$ cat config.mk
export PLATFORM = sky130hd
export DESIGN_NAME = mem_port_arbiter
export DESIGN_NICKNAME = d
export VERILOG_FILES = /design/src/rtl/cpu_pkg.sv /design/src/rtl/mem_arb_starve_cnt.sv /design/src/rtl/mem_port_arbiter.sv
export SDC_FILE = /design/constraint.sdc
export NUM_CORES = 1
export LEC_CHECK = 0
export ABC_AREA = 1
export BUFFER_PORTS_ARGS = -buffer_cell sky130_fd_sc_hd__buf_4
export CORE_MARGIN = 2
export CORE_UTILIZATION = 35
export CTS_BUF_LIST = sky130_fd_sc_hd__clkbuf_16
export DETAILED_ROUTE_END_ITERATION = 10
export PLACE_DENSITY = 0.78
export SLEW_MARGIN = 20
export SYNTH_ARGS = -nofsm -noshare
export SYNTH_HDL_FRONTEND = slang
export SYNTH_SLANG_ARGS = --single-unit
$ cat constraint.sdc
create_clock -name clk -period 3.2 [get_ports clk]
set_clock_uncertainty 0.05 [all_clocks]
set_input_delay 0.16 -clock clk [delete_from_list [all_inputs] [get_ports clk]]
set_output_delay 0.16 -clock clk [all_outputs]
set_load 0.02 [all_outputs]
$ cat src/rtl/cpu_pkg.sv
// Shared RV32I core package: arbiter state, bus-request record and starvation defaults.
package cpu_pkg;

  typedef enum logic [1:0] {
    IDLE,
    IF_BUSY,
    DM_BUSY
  } arb_state_t;

  localparam int ARB_STARVE_LIMIT_DEFAULT = 4;
  localparam int ARB_STARVE_W             = 3;

  typedef struct packed {
    logic [31:0] addr;
    logic [3:0]  w_en;
    logic [31:0] wdata;
  } mem_bus_t;

endpackage

$ cat src/rtl/mem_arb_starve_cnt.sv
// Saturating count of consecutive data grants taken while a fetch was waiting.
module mem_arb_starve_cnt
  import cpu_pkg::*;
#(
  parameter int LIMIT = ARB_STARVE_LIMIT_DEFAULT
) (
  input  logic                    clk,
  input  logic                    rst,
  input  logic                    inc,
  input  logic                    clr,
  output logic [ARB_STARVE_W-1:0] cnt,
  output logic                    hit
);

  localparam logic [ARB_STARVE_W-1:0] CNT_MAX = '1;
  // One extra bit so a LIMIT beyond the counter range simply never hits.
  localparam logic [ARB_STARVE_W:0]   LIM     = (ARB_STARVE_W+1)'(LIMIT);

  always_ff @(posedge clk or negedge rst) begin
    if (!rst)                     cnt <= '0;
    else if (clr)                 cnt <= '0;
    else if (inc && cnt != CNT_MAX) cnt <= cnt + 1'b1;
  end

  assign hit = {1'b0, cnt} >= LIM;

endmodule

$ cat src/rtl/mem_port_arbiter.sv
// Shares one memory port between fetch and data accesses; data wins unless fetch is starved.
module mem_port_arbiter
  import cpu_pkg::*;
#(
  parameter int STARVE_LIMIT = ARB_STARVE_LIMIT_DEFAULT
) (
  input  logic        clk,
  input  logic        rst,
  input  logic        if_req,
  input  logic [31:0] if_addr,
  output logic [31:0] if_rdata,
  output logic        if_ack,
  input  logic        dm_req,
  input  logic [3:0]  dm_w_en,
  input  logic [31:0] dm_addr,
  input  logic [31:0] dm_wdata,
  output logic [31:0] dm_rdata,
  output logic        dm_ack,
  output logic        mem_req,
  output logic [31:0] mem_addr,
  output logic [3:0]  mem_w_en,
  output logic [31:0] mem_wdata,
  input  logic [31:0] mem_rdata,
  input  logic        mem_ready,
  output logic        stall
);

  arb_state_t               state;
  mem_bus_t                 bus;
  logic [ARB_STARVE_W-1:0]  starve_cnt;
  logic                     starve_hit;
  logic                     dm_grant;
  logic                     if_grant;

  assign dm_grant = (state == IDLE) && dm_req && !(if_req && starve_hit);
  assign if_grant = (state == IDLE) && if_req && !dm_grant;

  mem_arb_starve_cnt #(.LIMIT(STARVE_LIMIT)) u_starve (
    .clk (clk),
    .rst (rst),
    .inc (dm_grant && if_req),
    .clr (if_grant || !if_req),
    .cnt (starve_cnt),
    .hit (starve_hit)
  );

  always_ff @(posedge clk or negedge rst) begin
    if (!rst) begin
      state   <= IDLE;
      mem_req <= 1'b0;
      bus     <= '0;
    end else begin
      case (state)
        IDLE: begin
          if (dm_grant) begin
            state   <= DM_BUSY;
            mem_req <= 1'b1;
            bus     <= '{addr: dm_addr, w_en: dm_w_en, wdata: dm_wdata};
          end else if (if_grant) begin
            state   <= IF_BUSY;
            mem_req <= 1'b1;
            bus     <= '{addr: if_addr, w_en: 4'h0, wdata: 32'h0};
          end
        end
        IF_BUSY, DM_BUSY: begin
          // Completes even if the owner dropped its request; ack below is then masked.
          if (mem_ready) begin
            state   <= IDLE;
            mem_req <= 1'b0;
          end
        end
        default: begin
          state   <= IDLE;
          mem_req <= 1'b0;
        end
      endcase
    end
  end

  assign mem_addr  = bus.addr;
  assign mem_w_en  = bus.w_en;
  assign mem_wdata = bus.wdata;

  assign if_ack   = (state == IF_BUSY) && mem_ready && if_req;
  assign dm_ack   = (state == DM_BUSY) && mem_ready && dm_req;
  assign if_rdata = if_ack ? mem_rdata : 32'h0;
  assign dm_rdata = dm_ack ? mem_rdata : 32'h0;

  assign stall = (if_req && !if_ack) || (dm_req && !dm_ack);

endmodule

# Yosys cells after proc, flatten, opt, wreduce, memory -nomap -nowiden
# Cells that the tools add are included.
classes:
  mul: 0
  shifts: 0
  addsub: 1
  eq_ne: 5
  n_bitwise: 0
  div_mod_pow: 0
  order_cmp: 1
  muxes: 14
  n_reduce_logical: 26
ops:
  columns: ["cell", "count"]
  rows:
  - ["$mux 68", 2]
  - ["$mux 32", 2]
  - ["$logic_and 1x1->1", 13]
  - ["$mux 2", 3]
  - ["$mux 3", 2]
  - ["$ne 3x3->1 const B", 2]
  - ["$logic_not 1->1", 5]
  - ["$pmux 2 s2", 1]
  - ["$reduce_and 2->1", 2]
  - ["$reduce_bool 2->1", 2]
  - ["$add 3x1->3 const B", 1]
  - ["$ge 3x3->1 const B", 1]
  - ["$mux 1", 3]
  - ["$eq 2x1->1 const B", 1]
  - ["$eq 2x2->1 const B", 1]
  - ["$logic_not 2->1", 1]
  - ["$logic_or 1x1->1", 2]
  - ["$ne 2x2->1 const B", 1]
  - ["$pmux 1 s2", 1]
  - ["$reduce_or 2->1", 1]
totals:
  n_memories: 0
  ff_bits: 74
  romBits: 0
  elab_cells: 53
  output_inout_bits: 136
  mem_bits_rw: 0
  latchBits: 0
  in_bits: 137

# Logic depth before layout (Yosys ltp)
depth:
  ltp_word: 9
  ltp_mapped: 10
  mapped_depth_nobuf: 9

# By module
# Synthesis repeated with hierarchy kept, for this count alone.
unflattened:
  hier_cells: 583
  hier_area_um2: 3910.0
by_module_without_submodules:
  columns: ["module", "area_per_inst_um2", "seq_area_each_um2", "n_inst", "cells_per_inst"]
  rows:
  - ["mem_port_arbiter", 3714.8, 1776.7, 1, 560]
  - ["mem_arb_starve_cnt", 195.2, 75.1, 1, 23]

# Worst setup path before layout
# No wires, ideal clock.
synth_path:
  path_kind: "reg-to-output"
  startpoint: "register state[0]"
  endpoint: "output port dm_rdata[10]"
  n_path_buf: 1
  arrival_ps: 1580
  required_time_ps: 2990
  stages_incl_launch_ff: 8
  path_slack_ps: 1410
  path_cell_list: "dfrtp_1 inv_1 ha_1 nand2_1 nor2_1 inv_1 buf_2 nor2_1"
synth_between:
  elab_chain_len: 4
synth_lines:
  columns: ["item", "line_no", "rtl"]
  rows:
  - ["start, declared", "mem_port_arbiter.sv:28", "arb_state_t state;"]
  - ["start signal, assigned", "mem_port_arbiter.sv:49", "state <= IDLE;"]
  - ["start signal, assigned", "mem_port_arbiter.sv:56", "state <= DM_BUSY;"]
  - ["start signal, assigned", "mem_port_arbiter.sv:60", "state <= IF_BUSY;"]
  - ["$eq 2x2->1", "mem_port_arbiter.sv:85", "assign dm_ack = (state == DM_BUSY) && mem_ready && dm_req;"]
  - ["$logic_and 1x1->1 (2 in series)", "mem_port_arbiter.sv:85", null]
  - ["net dm_ack", "mem_port_arbiter.sv:18", "output logic dm_ack,"]
  - ["$mux 32", "mem_port_arbiter.sv:87", "assign dm_rdata = dm_ack ? mem_rdata : 32'h0;"]
  - ["end, declared", "mem_port_arbiter.sv:17", "output logic [31:0] dm_rdata,"]
# The timed path passes the listed nets, and every way through them passes these cells.

# Worst setup path in the final report
layout_path:
  startpoint: "register state[1]"
  endpoint: "output port if_rdata[9]"
layout_between:
  elab_chain_len: 4
layout_lines:
  columns: ["item", "line_no", "rtl"]
  rows:
  - ["$eq 2x1->1", "mem_port_arbiter.sv:84", "assign if_ack = (state == IF_BUSY) && mem_ready && if_req;"]
  - ["$logic_and 1x1->1 (2 in series)", "mem_port_arbiter.sv:84", null]
  - ["$mux 32", "mem_port_arbiter.sv:86", "assign if_rdata = if_ack ? mem_rdata : 32'h0;"]
  - ["end, declared", "mem_port_arbiter.sv:11", "output logic [31:0] if_rdata,"]
# No other way between the ends.

==> metrics.cfg <==
[outcome]
run_status = complete, no violations

[die]
start_util_pct = 36.3
row_count = 38
dieArea_um2 = 12200
dieHeight_um = 110
pin_count = 273
core_area_um2 = 10900
fp.dieW_um = 110

[power]
power_density_nw_per_um2 = 818
peakVddDrop_mv = 0.571
leakage_nw = 4.07

[place]
post-place-ws_ns = 0.993
gp_congestion = 0.817
hpwl_um = 9940
dpl.cell_count = 967
io_buffers = 272

[worst_setup_path]
required_ns = 2.99
critPathMaxStageDelay_ns = 0.69
r2r_cells = 8
slowest_stage = inv_1
path_max_fanout = 32
rrSetupSlack_ns = 0.99
start_kind = flip-flop
r2r_start = state[0]
regToRegEndpoint = state[1]
crit_arrival_ns = 2.17
critical_path_class = reg -> out
crit_chain = inv_1 -> ha_1 -> nand2_1 -> nor2_1 -> inv_1 -> nor2_1 -> buf_4
setup.worst_path.end_class = primary output

[cts]
clockBufferDepth = 2
cts_buffers = 9
cts_resized = 0
clockRootBuffer = clkbuf_16
hold_buffers = 36
clk_latency_ns = 0.32
postCtsSetupBuffers = 0
cts_tree = built
cts.sinks = 74
htree_levels = 3
clk_pin_slew_ns = 0.06

[cells_and_area]
final_core_util_pct = 61.1
area_growth_pct = 68.3
layout_commonest_cell = buf_4
most-common-layout-cells = buf_4 (273), nand2_1 (254), inv_1 (107), dfrtp_1 (74), nor2_1 (67)
fin_cells = 1022
finish.net_count = 1016
drive_above_1_share_pct = 33.4

[grt]
overflow = 0
grt_pass1_wl_um = 22600
grt_max_degree = 75
grt_antenna_before_repair = 2
first_global_vias = 4654
grt_usage_pct = 22.9

[yosys]
synth_cells = 581
syn_nets = 723
syn_area_um2 = 3970
ys_seq_elements = 74
ys_warn_count = 0
syn_avg_cell_area_um2 = 6.83
ys_types = 22
synth-seq-area-share_pct = 46.7

[detailed_routing]
drc_errors = 0
drtPass1Iterations = 4
final_antenna_net_count = 0
wl_um = 13900
viasPerCell = 4.39
drtIter0Drc = 223
routedWlPerCell_um = 13.6
dr_total_vias = 4486

[timing]
min_period_ns = 2.38
period_share_pct = 74.5
tightest_slew_ns = 1.02
hold_viol = 0
fmax_mhz = 420
rsz0062_at_grt = no
slew_headroom_pct = 31.7
final_max_slew_viol_count = 0
fin_setup_tns_ns = 0
setup_viol = 0
timing.hold.ws_ns = 0.0130
fin_ws_ns = 0.818

[run]
maxCapViolations = 0

[worst_hold_path]
min_to = mem_wdata[9]
hold_depth = 3
hp-start = dm_wdata[9]
hold_path.class = in -> reg

==> where the power goes <==
part | total, mW | switching, mW | internal (mW)
registers | 1.68 | 0.275 | 1.40
logic | 2.79 | 1.69 | 1.10
clock network | 0.996 | 0.394 | 0.602
==> Yosys cell counts <==
library cell | number | area [µm²]
clkbuf_1 | 1 | 3.75
nand4_1 | 3 | 18.8
buf_2 | 14 | 70.1
nor2_1 | 67 | 251
clkinv_2 | 1 | 5.00
dfrtp_1 | 74 | 1850
buf_4 | 5 | 37.5
o21ai_0 | 23 | 115
nand3_1 | 4 | 20.0
inv_1 | 106 | 398
nand2_2 | 2 | 12.5
buf_6 | 5 | 56.3
o21ai_1 | 9 | 45.0
nand2_1 | 254 | 953
nand2_4 | 1 | 11.3
ha_1 | 5 | 62.6
a21oi_1 | 1 | 5.00
o21ai_4 | 1 | 16.3
clkinv_4 | 1 | 8.76
nand3b_1 | 1 | 7.51
a22o_1 | 1 | 8.76
clkbuf_2 | 2 | 10.0
==> layer usage <==
layer | GRT usage (%) | vias to the layer above | wire [µm]
li1 | - | 2259 | -
met1 | 22.9 | 1994 | 4940
met2 | 43.9 | 202 | 7390
met3 | 6.15 | 31 | 1010
met4 | 9.92 | 0 | 536
met5 | 0 | - | 0
==> sequential cells by signal, indices dropped and copies added (netlist names) <==
register / flops
mem_addr: 32
mem_wdata: 32
mem_w_en: 4
u_starve.cnt: 3
state: 2
mem_req: 1
==> metrics by stage <==
stage | power (mW) | instance area (µm²)
2_1_floorplan | 3.28 | 3970
3_3_place_gp | 4.41 | 6020
3_5_place_dp | 4.45 | 6020
4_1_cts | 5.51 | 6670
5_1_grt | 5.84 | 6680
6_report | 5.46 | 6680
==> how the worst max path moves through the flow <==
stage / from / cells after the start / end / slack [ns]
floorplan: state[0] / 7 / dm_rdata[10] / 1.41
global placement: state[0] / 8 / state[1] / 1.07
detailed placement: state[0] / 8 / state[1] / 0.99
CTS: state[1] / 7 / if_rdata[9] / 0.80
global route: state[0] / 7 / dm_rdata[6] / 0.66
finish: state[1] / 7 / if_rdata[9] / 0.82
==> worst max-delay path, delay by kind of cell, from the launching register on <==
family | cells | cell delay [ns]
buffers and inverters | 3 | 0.98
DFF | 1 | 0.37
and+or+nand+nor | 3 | 0.32
adders and majority gates | 1 | 0.17
==> logic make-up (layout without fill, tap and decap cells) <==
family	after synthesis	after routing	share of synthesized area (%)
AO/OA/AOI/OAI	35	35	4.79
adder cells (fa/ha/maj)	5	5	1.58
buffers and inverters	135	433	14.8
other	0	3	0
AND/OR/NAND/NOR	332	332	32.1
flip-flops	74	74	46.7
==> cell type report <==
type	count	area, µm²
timing repair buffer	309	2410
multi-input combinational	372	1530
fill	997	4260
sequential	74	1850
clock buffer	9	225
inverter	108	412
tap	140	175
antenna	3	7.51
clock inverter	7	68.8
Note: power is estimated with default switching activity, not from simulation.
